$ cat config.mk
export PLATFORM = sky130hd
export DESIGN_NAME = lsu_mem_if
export DESIGN_NICKNAME = d
export VERILOG_FILES = /design/src/rtl/lsu_mem_if.sv
export SDC_FILE = /design/constraint.sdc
export NUM_CORES = 1
export LEC_CHECK = 0
export ABC_AREA = 1
export CAP_MARGIN = 25
export CORE_MARGIN = 3
export CORE_UTILIZATION = 47
export DETAILED_ROUTE_END_ITERATION = 8
export HOLD_SLACK_MARGIN = 0.1
export PLACE_DENSITY = 0.9
export SETUP_SLACK_MARGIN = 0.3
export SLEW_MARGIN = 40
export SYNTH_ARGS = -nofsm -noshare
export SYNTH_HDL_FRONTEND = slang
export SYNTH_SLANG_ARGS = --single-unit
$ cat constraint.sdc
create_clock -name clk_i -period 3.54 [get_ports clk_i]
set_input_delay 0.531 -clock clk_i [delete_from_list [all_inputs] [get_ports clk_i]]
set_output_delay 0.531 -clock clk_i [all_outputs]
set_load 0.05 [all_outputs]
$ cat src/rtl/lsu_mem_if.sv
// lsu_mem_if: RV32I load/store unit between the execute stage and a
// word-wide data RAM with a combinational read port and a 32-bit write port.
// Sub-word stores are done as read-modify-write. Each request produces one
// response strobe carrying extended load data and error status.
//
// Ports:
//   clk_i, rst_ni          clock, asynchronous active-low reset
//   req_valid_i/ready_o    request handshake from/to the core
//   req_we_i               1 = store, 0 = load
//   req_funct3_i           RV32I funct3 width/sign selector
//   req_addr_i             byte address
//   req_wdata_i            right-aligned store data
//   rsp_valid_o            one-cycle response strobe
//   rsp_rdata_o            extended load data (0 for stores and errors)
//   rsp_err_o              01 misaligned/illegal funct3, 10 access fault
//   ram_rd_en_o/addr_o     RAM read request, word aligned
//   ram_rd_data_i          RAM read data, same cycle as ram_rd_en_o
//   ram_wr_en_o/addr_o     RAM write request, word aligned
//   ram_wr_data_o          RAM write word
module lsu_mem_if #(
    parameter logic [31:0] RAM_ORI = 32'h0020_0000,
    parameter logic [31:0] RAM_LEN = 32'h0010_0000
) (
    input  logic        clk_i,
    input  logic        rst_ni,
    input  logic        req_valid_i,
    output logic        req_ready_o,
    input  logic        req_we_i,
    input  logic [2:0]  req_funct3_i,
    input  logic [31:0] req_addr_i,
    input  logic [31:0] req_wdata_i,
    output logic        rsp_valid_o,
    output logic [31:0] rsp_rdata_o,
    output logic [1:0]  rsp_err_o,
    output logic        ram_rd_en_o,
    output logic [31:0] ram_rd_addr_o,
    input  logic [31:0] ram_rd_data_i,
    output logic        ram_wr_en_o,
    output logic [31:0] ram_wr_addr_o,
    output logic [31:0] ram_wr_data_o
);

    typedef enum logic [2:0] {IDLE, LD, RMW_RD, WR, RESP} state_e;

    state_e      state_q, state_d;
    logic        we_q, we_d;
    logic [2:0]  funct3_q, funct3_d;
    logic [31:0] addr_q, addr_d;
    logic [31:0] wdata_q, wdata_d;
    logic [31:0] rdata_q, rdata_d;
    logic [31:0] merge_q, merge_d;
    logic [1:0]  err_q, err_d;

    logic        ready, rsp_valid, rd_en, wr_en;
    logic [1:0]  acc_err;

    // Misaligned (including illegal funct3) takes priority over fault.
    // Range checks are done in 33 bits so RAM_ORI+RAM_LEN cannot wrap.
    function automatic logic [1:0] check_err(input logic we, input logic [2:0] f3,
                                             input logic [31:0] addr);
        logic bad_f3, mis, flt;
        bad_f3 = we ? (f3 > 3'b010)
                    : (f3 == 3'b011 || f3 == 3'b110 || f3 == 3'b111);
        mis = bad_f3 || (f3[1:0] == 2'b01 && addr[0])
                     || (f3[1:0] == 2'b10 && addr[1:0] != 2'b00);
        flt = ({1'b0, addr} < {1'b0, RAM_ORI})
           || ({1'b0, addr} >= ({1'b0, RAM_ORI} + {1'b0, RAM_LEN}));
        if (mis)      return 2'b01;
        else if (flt) return 2'b10;
        else          return 2'b00;
    endfunction

    function automatic logic [31:0] load_extend(input logic [2:0] f3, input logic [1:0] lo,
                                                input logic [31:0] word);
        logic [7:0]  b;
        logic [15:0] h;
        case (lo)
            2'd0:    b = word[7:0];
            2'd1:    b = word[15:8];
            2'd2:    b = word[23:16];
            default: b = word[31:24];
        endcase
        h = lo[1] ? word[31:16] : word[15:0];
        case (f3)
            3'b000:  return {{24{b[7]}}, b};
            3'b001:  return {{16{h[15]}}, h};
            3'b100:  return {24'd0, b};
            3'b101:  return {16'd0, h};
            default: return word;
        endcase
    endfunction

    function automatic logic [31:0] merge_store(input logic [2:0] f3, input logic [1:0] lo,
                                                input logic [31:0] word,
                                                input logic [31:0] wd);
        logic [31:0] m;
        m = word;
        if (f3[1:0] == 2'b00) begin
            case (lo)
                2'd0:    m[7:0]   = wd[7:0];
                2'd1:    m[15:8]  = wd[7:0];
                2'd2:    m[23:16] = wd[7:0];
                default: m[31:24] = wd[7:0];
            endcase
        end else if (lo[1]) begin
            m[31:16] = wd[15:0];
        end else begin
            m[15:0] = wd[15:0];
        end
        return m;
    endfunction

    assign acc_err = check_err(req_we_i, req_funct3_i, req_addr_i);

    always_comb begin
        state_d   = state_q;
        we_d      = we_q;
        funct3_d  = funct3_q;
        addr_d    = addr_q;
        wdata_d   = wdata_q;
        rdata_d   = rdata_q;
        merge_d   = merge_q;
        err_d     = err_q;
        ready     = 1'b0;
        rsp_valid = 1'b0;
        rd_en     = 1'b0;
        wr_en     = 1'b0;
        case (state_q)
            IDLE: begin
                ready = 1'b1;
                if (req_valid_i) begin
                    we_d     = req_we_i;
                    funct3_d = req_funct3_i;
                    addr_d   = req_addr_i;
                    wdata_d  = req_wdata_i;
                    rdata_d  = 32'd0;
                    merge_d  = 32'd0;
                    err_d    = acc_err;
                    if (acc_err != 2'b00)           state_d = RESP;
                    else if (!req_we_i)             state_d = LD;
                    else if (req_funct3_i == 3'b010) state_d = WR;
                    else                            state_d = RMW_RD;
                end
            end
            LD: begin
                rd_en   = 1'b1;
                rdata_d = load_extend(funct3_q, addr_q[1:0], ram_rd_data_i);
                state_d = RESP;
            end
            RMW_RD: begin
                rd_en   = 1'b1;
                merge_d = merge_store(funct3_q, addr_q[1:0], ram_rd_data_i, wdata_q);
                state_d = WR;
            end
            WR: begin
                wr_en   = 1'b1;
                state_d = RESP;
            end
            RESP: begin
                rsp_valid = 1'b1;
                state_d   = IDLE;
            end
            default: state_d = IDLE;
        endcase
    end

    always_ff @(posedge clk_i or negedge rst_ni) begin
        if (!rst_ni) begin
            state_q  <= IDLE;
            we_q     <= 1'b0;
            funct3_q <= 3'd0;
            addr_q   <= 32'd0;
            wdata_q  <= 32'd0;
            rdata_q  <= 32'd0;
            merge_q  <= 32'd0;
            err_q    <= 2'b00;
        end else begin
            state_q  <= state_d;
            we_q     <= we_d;
            funct3_q <= funct3_d;
            addr_q   <= addr_d;
            wdata_q  <= wdata_d;
            rdata_q  <= rdata_d;
            merge_q  <= merge_d;
            err_q    <= err_d;
        end
    end

    // Outputs are gated with rst_ni so everything (ready included) is
    // forced low combinationally while reset is held; this also stops a
    // pending write from committing on the next edge.
    assign req_ready_o   = rst_ni & ready;
    assign rsp_valid_o   = rst_ni & rsp_valid;
    assign rsp_rdata_o   = rsp_valid_o ? rdata_q : 32'd0;
    assign rsp_err_o     = rsp_valid_o ? err_q : 2'b00;
    assign ram_rd_en_o   = rst_ni & rd_en;
    assign ram_rd_addr_o = ram_rd_en_o ? {addr_q[31:2], 2'b00} : 32'd0;
    assign ram_wr_en_o   = rst_ni & wr_en;
    assign ram_wr_addr_o = ram_wr_en_o ? {addr_q[31:2], 2'b00} : 32'd0;
    assign ram_wr_data_o = !ram_wr_en_o ? 32'd0
                         : (funct3_q[1:0] == 2'b10) ? wdata_q : merge_q;

endmodule

==> summary.md, run 1 <==
| Metric | Value |
|---|---|
| CP Data Arrival Time | `2540 ps` |
| Slew headroom | `0.4868` |
| Clk_skew | `16.17 ps` |
| Final ANT Viol Nets | `0` |
| Sw frac | `0.4281` |
| Starting Density | `0.4886` |
| Clk buf depth | `2` |
| Share of cells above drive strength 1 | `0.1464` |
| Most frequent cells in the layout | `nand2_1, o21ai_0, dfrtp_1` |
| Compound-Gate Fraction of Synth Area | `0.1889` |
| Clock root buffer | `clkbuf_16` |
| Worst R2R Path Depth | `8` |
| Share of total power in the clock network | `0.259` |
| Combinational power share | `0.384` |
| Post-synthesis mux area share | `0` |
| Synth area leaders | `dfrtp_1, nand2_1, o21ai_0, a21oi_1, inv_1` |
| Internal power | `3.792 mW` |
| WL/cell | `18.16 um` |
| Insertion delay to the later sink of the worst-skew pair | `430 ps` |
| Critical path launch point type | `flip-flop` |
| CP Max Fanout | `30` |
| Input/output buffers | `232` |
| Placer Congestion | `0.9926` |
| Htree depth | `4` |
| Drt first pass iters | `9` |
| Max Slew Vio Count | `0` |
| Vias | `8873` |
| Total power | `6.630 mW` |
| Commonest non-fill, non-tap cell in the layout | `nand2_1` |
| Type of the tightest min-delay check | `in -> async` |
| Post-Synthesis Cell Area | `7874 sq um` |
| Antenna cells | `0` |
| Antenna violations before repair | `0` |
| Pwr/cell area | `549.1 nW/um^2` |
| WP buf/inv | `4` |
| Post-route cell area | `12070 sq um` |
| Number of synthesized flops with an enable pin | `0` |
| Fin nets | `1446` |
| Peak VDD IR | `0.3770 mV` |
| Ys flop type | `dfrtp_1` |
| Fin. Hold Viols | `0` |
| Largest net degree at the start of global routing | `137` |
| Reg2reg start | `addr_q[1]$_DFFE_PN0P_` |
| Crit. End Element | `output pin` |
| Req. time, crit path | `3010 ps` |
| Netlist cell types | `30` |
| Syn Inst Count | `1155` |
| Post-synth ARST share | `1.000` |
| Power share of the sequential group | `0.356` |
| Flops & latches, synth | `136` |
| Fill cells | `1110` |
| Post-synthesis sequential area ratio | `0.4322` |
| Number of global-route vias before repair | `8486` |
| Crit path largest cell delay | `410 ps` |
| CTS tree | `built` |
| DIE HEIGHT | `135.4 um` |
| Total CTS buffers | `17` |
| Minimum clock period | `3070 ps` |
| Outcome | `finished, violations left` |
| Via-to-Cell Ratio | `5.659` |
| Critical path class | `reg -> out` |
| Synth Area in XOR/XNOR | `0` |
| Post-synthesis simple-gate area fraction | `0.2700` |
| Initial DRC Count | `1355` |
| Failing checks | `design-rule violations` |
| Drt total wl | `28.48 mm` |
| Total gr overflow | `0` |
| # DRC | `3` |
| Cell mode on critical path | `inv_2` |
| Clock-pin slew on the worst setup and hold paths | `50 ps` |
| F_max | `325.7 MHz` |
| Placed cell area | `11500 sq um` |
| Max Cap Viol | `0` |
| Ports | `237` |
| FF-to-FF End | `rdata_q[21]$_DFFE_PN0P_` |
| Final period utilization | `0.8674` |
| Crit path max-delay cell type | `dfrtp_1` |
| FP Rows | `46` |
| FF-to-FF setup slack | `810 ps` |
| Sw Pwr | `2.838 mW` |
| Gr usage total | `0.3103` |
| Area Overhead vs Synth | `53.33%` |
| Largest family of logic cells by synthesized area | `simple AND/OR/NAND/NOR gates` |
| Worst Tran Pin Value | `769.7 ps` |
| Synth warn | `0` |
| Mean Syn Cell Area | `6.817 sq um` |
| Synth top area share | `0.4322` |
| RSZ-0062 raised after global routing | `no` |
| Overall die width | `135.4 um` |
| Post-synth top area cell | `dfrtp_1` |
| Final HPWL DP | `20.56 mm` |
| TNS Setup | `0 ps` |
| Total core area | `16120 sq um` |
| Leakage | `5.528 nW` |
| Die area | `18340 sq um` |
| First-pass GRT wire length | `44.53 mm` |
| Critical Path, Cell by Cell | `inv_2 > nand2_1 > nor2_4 > inv_4 > a21oi_4 > inv_2 > nor2_1 > buf_12` |
| # clock sinks | `136` |
| CP top delay family | `simple AND/OR/NAND/NOR gates` |
| Adder-Cell Fraction of Synth Area | `0` |
| Final setup viols | `0` |
cells by family after synthesis:
family,Yosys count
simple gates,531
compound gates,280
buf+inv,207
flops,136
other cells,1
worst max-delay path by stage:
stage | slack [ps] | cells past startpoint | endpoint | from
CTS | 380 | 8 | ram_rd_addr_o[6] | state_q[2]$_DFFE_PN0P_
global placement | 920 | 8 | ram_rd_addr_o[2] | state_q[2]$_DFFE_PN0P_
detailed placement | 780 | 7 | ram_wr_data_o[26] | rst_ni
finish | 470 | 8 | ram_rd_addr_o[30] | state_q[2]$_DFFE_PN0P_
global route | 330 | 8 | ram_rd_addr_o[9] | state_q[1]$_DFFE_PN0P_
floorplan | 370 | 5 | ram_wr_data_o[16] | rst_ni
power groups by stage:
stage | clock, mW | combinational [mW] | sequential (mW)
global route | 1.80 | 2.82 | 2.39
finish | 1.72 | 2.55 | 2.36
detailed placement | 0 | 2.44 | 2.36
global placement | 0 | 2.36 | 2.33
floorplan | 0 | 1.89 | 2.14
CTS | 1.73 | 2.48 | 2.33
final cells by class:
| class | count | area [sq um] | area share |
|---|---|---|---|
| inverter | 128 | 488.0 | 0.04042 |
| multi-input combinational | 815 | 3651 | 0.3024 |
| tap | 216 | 270.3 | 0.02239 |
| sequential | 136 | 3405 | 0.2820 |
| clock inverter | 4 | 70.07 | 0.005804 |
| clock buffer | 24 | 491.7 | 0.04073 |
| timing repair buffer | 245 | 3697 | 0.3063 |
synthesized netlist by cell type (2+ instances only):
cell type,count
nand2_1,347
o21ai_0,138
dfrtp_1,136
inv_1,117
nor2_1,111
a21oi_1,109
nand3_1,57
clkbuf_1,37
buf_2,28
o211ai_1,19
inv_2,10
buf_1,6
o22ai_1,6
buf_4,5
o221ai_1,5
or2_2,5
buf_6,3
nand3b_1,2
nand4_1,2
nor2_4,2
registers in the layout, indices dropped and copies added (netlist names):
name and count:
addr_q 32, err_q 2, funct3_q 3, merge_q 32
rdata_q 32, state_q 3, wdata_q 32
worst reg2reg max path: stages, from the launching register on:
cell and delay [ps]:
dfrtp_2 830, buf_4 420, nand2_1 90, clkinv_1 270, nand2_1 150, nand3_2 190
nand2_1 370, nand2_1 180, nand2_1 90
per-layer routing:
metal / up-vias / GRT usage / wire length (um)
li1: 4052 / - / -
met1: 4038 / 0.3753 / 9974
met2: 667 / 0.5221 / 13990
met3: 116 / 0.09250 / 3367
met4: 0 / 0.1209 / 1145
met5: - / 0 / 0
metrics by stage:
| stage | utilization | worst slack (ps) | std cells | hold slack, ps |
|---|---|---|---|---|
| floorplan | - | 365.7 | 1158 | 235.4 |
| global placement | 0.7135 | 923.3 | 1540 | 456.0 |
| detailed placement | 0.7137 | 781.3 | 1540 | 458.4 |
| CTS | 0.7485 | 381.3 | 1568 | 299.0 |
| global route | 0.7491 | 333.4 | 1568 | 291.9 |
| finish | 0.7491 | 469.6 | 1568 | 218.5 |
what timing repair did:
action | in CTS | in global routing
gates resized for setup | 0 | 4
hold buffers | 0 | 0
buffers inserted | 0 | 0
endpoints found under the setup margin | 0 | 81
Note: power is estimated with default switching activity, not from simulation.
==> run 2, diff against run 1 <==
--- a/config.mk
+++ b/config.mk
@@ -10,6 +10,7 @@
 export CORE_MARGIN = 3
-export CORE_UTILIZATION = 47
+export CORE_UTILIZATION = 43
 export DETAILED_ROUTE_END_ITERATION = 8
+export GPL_TIMING_DRIVEN = 0
 export HOLD_SLACK_MARGIN = 0.1
-export PLACE_DENSITY = 0.9
+export PLACE_DENSITY = 0.87
 export SETUP_SLACK_MARGIN = 0.3
==> constraint.sdc (replaced) <==
create_clock -name clk_i -period 2.8 [get_ports clk_i]
set_input_delay 0.42 -clock clk_i [delete_from_list [all_inputs] [get_ports clk_i]]
set_output_delay 0.42 -clock clk_i [all_outputs]
set_load 0.01 [all_outputs]
==> run 2 against run 1 <==
  * The run now ends clean
  * Highest routed layer unchanged
  * Clock power up 33%
  * Utilization decreased by 12 points
  * Final area shrank 7.9%
  * Largest power group unchanged
  * Critical path type unchanged
  * Hold slack got worse by 100 ps
  * Sequential power rose by 22%
  * Routed wire length is 11% higher
  * Flip-flop and latch count unchanged
  * Die area is 8.9% higher
==> summary.md, run 2 (same netlist as run 1, synthesis figures left out) <==
| Metric | Value |
|---|---|
| Starting Density | `0.4475 (-0.04113)` |
| Final HPWL DP | `22.78 mm (+11%)` |
| Sw frac | `0.4367 (+0.008656)` |
| Fill cells | `1605 (+45%)` |
| Share of total power in the clock network | `0.255 (-0.004)` |
| Largest net degree at the start of global routing | `39 (-72%)` |
| Vias | `9122 (+2.8%)` |
| Total core area | `17600 sq um (+9.2%)` |
| Clk_skew | `11.83 ps (-4.337 ps)` |
| Htree depth | `4 (unchanged)` |
| Area Overhead vs Synth | `41.14%` |
| CP Max Fanout | `10 (-67%)` |
| Met1 WL | `12.06 mm (+21%)` |
| Leakage | `5.623 nW (+1.7%)` |
| Total CTS buffers | `17 (unchanged)` |
| Layout Utilization | `0.6315 (-0.1176)` |
| CP Data Arrival Time | `2070 ps (-470 ps)` |
| Most frequent cells in the layout | `nand2_1, o21ai_0, dfrtp_1` |
| Type of the tightest min-delay check | `in -> async` |
| WL/cell | `18.85 um (+3.8%)` |
| # clock sinks | `136 (unchanged)` |
| Fin nets | `1539 (+6.4%)` |
| Initial DRC Count | `1151 (-15%)` |
| Worst slack, placed | `-985.7 ps (-1767 ps)` |
| Outcome | `finished, final reports clean` |
| Fin. Hold Viols | `0 (unchanged)` |
| DR WL met2 | `14.34 mm (+2.5%)` |
| Max Cap Viol | `0 (unchanged)` |
| Req. time, crit path | `2380 ps (-630 ps)` |
| Total power | `8.964 mW (+35%)` |
| Placed cells | `1617 (+5.0%)` |
| Post-route cell area | `11110 sq um (-7.9%)` |
| DIE HEIGHT | `141.3 um (+4.3%)` |
| WP buf/inv | `4 (unchanged)` |
| Insertion delay to the later sink of the worst-skew pair | `430 ps (about the same)` |
| Cell mode on critical path | `inv_4` |
| Placed cell area | `10550 sq um (-8.3%)` |
| Clock root buffer | `clkbuf_16` |
| Antenna violations before repair | `0 (unchanged)` |
| Input/output buffers | `232 (unchanged)` |
| Pwr/cell area | `806.6 nW/um^2 (+47%)` |
| Antenna cells | `0 (unchanged)` |
| Overall die width | `141.3 um (+4.3%)` |
| Combinational power share | `0.422 (+0.038)` |
| Drt first pass iters | `6 (-3)` |
| Number of global-route vias before repair | `8984 (+5.9%)` |
| Crit. End Element | `output pin` |
| Worst Tran Pin Value | `709.6 ps (-60.12 ps)` |
| Met3 routed WL | `3.559 mm (+5.7%)` |
| Peak VDD IR | `0.5680 mV (+51%)` |
| Total gr overflow | `0 (unchanged)` |
| Crit path largest cell delay | `410 ps (about the same)` |
| Max Slew Vio Count | `0 (unchanged)` |
| Drt total wl | `31.56 mm (+11%)` |
| Non-filler cells in the finished layout | `1674 (+6.8%)` |
| Critical Path, Cell by Cell | `or2_4 > nor2_4 > inv_4 > a21oi_4 > inv_4 > buf_6 > nor2_2 > buf_2` |
| Final setup viols | `0 (unchanged)` |
| RSZ-0062 raised after global routing | `yes` |
| CP top delay family | `simple AND/OR/NAND/NOR gates` |
| Final ANT Viol Nets | `0 (unchanged)` |
| # DRC | `0 (-3)` |
| Commonest non-fill, non-tap cell in the layout | `nand2_1` |
| Critical path launch point type | `flip-flop` |
| Ports | `237 (unchanged)` |
| Power share of the sequential group | `0.323 (-0.033)` |
| Internal power | `5.049 mW (+33%)` |
| Hold_ws | `114.7 ps (-103.8 ps)` |
| CTS tree | `built` |
| FP Rows | `48 (+4.3%)` |
| Clock-pin slew on the worst setup and hold paths | `60 ps (about the same)` |
| Placer Congestion | `1.017 (+2.5%)` |
| Slew headroom | `0.5254 (+0.03852)` |
| TNS Setup | `0 ps (unchanged)` |
| Crit path max-delay cell type | `dfrtp_1` |
| Clk buf depth | `2 (unchanged)` |
| F_max | `402.2 MHz` |
| Sw Pwr | `3.915 mW (+38%)` |
| Gr usage total | `0.3125 (+0.002185)` |
| Final period utilization | `0.8879` |
| Max layer used | `met4` |
| Post-route setup slack | `313.8 ps (-155.8 ps)` |
| Share of cells above drive strength 1 | `0.1636 (+0.01711)` |
| First-pass GRT wire length | `48.51 mm (+9.0%)` |
| Minimum clock period | `2486 ps` |
| Via-to-Cell Ratio | `5.449 (-3.7%)` |
| Critical path class | `reg -> out` |
| Die area | `19970 sq um (+8.9%)` |
run 2: per-layer routing:
layer	GRT usage	up-vias
met5	0	-
met4	0.1402	0
met3	0.09875	124
met2	0.4929	569
met1	0.3948	4188
li1	-	4241
run 2: power by group through the flow:
stage                     Clock (mW)  Combinational (mW)  Sequential (mW)
after detailed placement           0                3.45             2.89
final                           2.29                3.79             2.89
after global placement             0                3.36             2.88
after CTS                       2.30                3.64             2.86
after global routing            2.39                4.17             2.92
after floorplan                    0                2.33             2.71
run 2: layout make-up:
cell class / instances / area, sq um / share of cell area
clock buffer: 21 / 440.4 / 0.03963
buffer: 79 / 442.9 / 0.03986
clock inverter: 11 / 148.9 / 0.01340
tap: 225 / 281.5 / 0.02533
timing repair buffer: 259 / 2187 / 0.1968
inverter: 128 / 499.2 / 0.04492
multi-input combinational: 815 / 3710 / 0.3338
sequential: 136 / 3403 / 0.3062
run 2: worst register-to-register path, stage by stage, from the launching register on:
cell and delay, ps:
dfrtp_1 410, or2_4 280, nor2_4 150, buf_4 140, buf_4 130, clkbuf_1 450
o21ai_0 340, nand2_1 130
run 2: path summary, 6_finish.rpt:
kind | from | endpoint | slack, ps | cells past startpoint
worst max-delay path | state_q[0]$_DFFE_PN0P_ | ram_rd_addr_o[2] | 310 | 8
worst min-delay path | rst_ni | wdata_q[26]$_DFFE_PN0P_ | 110 | 2
worst max register to register | state_q[0]$_DFFE_PN0P_ | merge_q[3]$_DFFE_PN0P_ | 690 | 7
worst min register to register | wdata_q[19]$_DFFE_PN0P_ | wdata_q[19]$_DFFE_PN0P_ | 470 | 2
max in group asynchronous | rst_ni | funct3_q[2]$_DFFE_PN0P_ | 1480 | 4
min in group clk_i | wdata_q[19]$_DFFE_PN0P_ | wdata_q[19]$_DFFE_PN0P_ | 470 | 2
run 2: what timing repair did:
item | 4_1_cts | 5_1_grt
gates cloned | 5 | 0
setup endpoints to repair | 130 | 106
hold buffers | 4 | 0
gates resized for setup | 218 | 196
hold endpoints to repair | 36 | 0
setup buffers | 13 | 3
pin swaps | 3 | 2
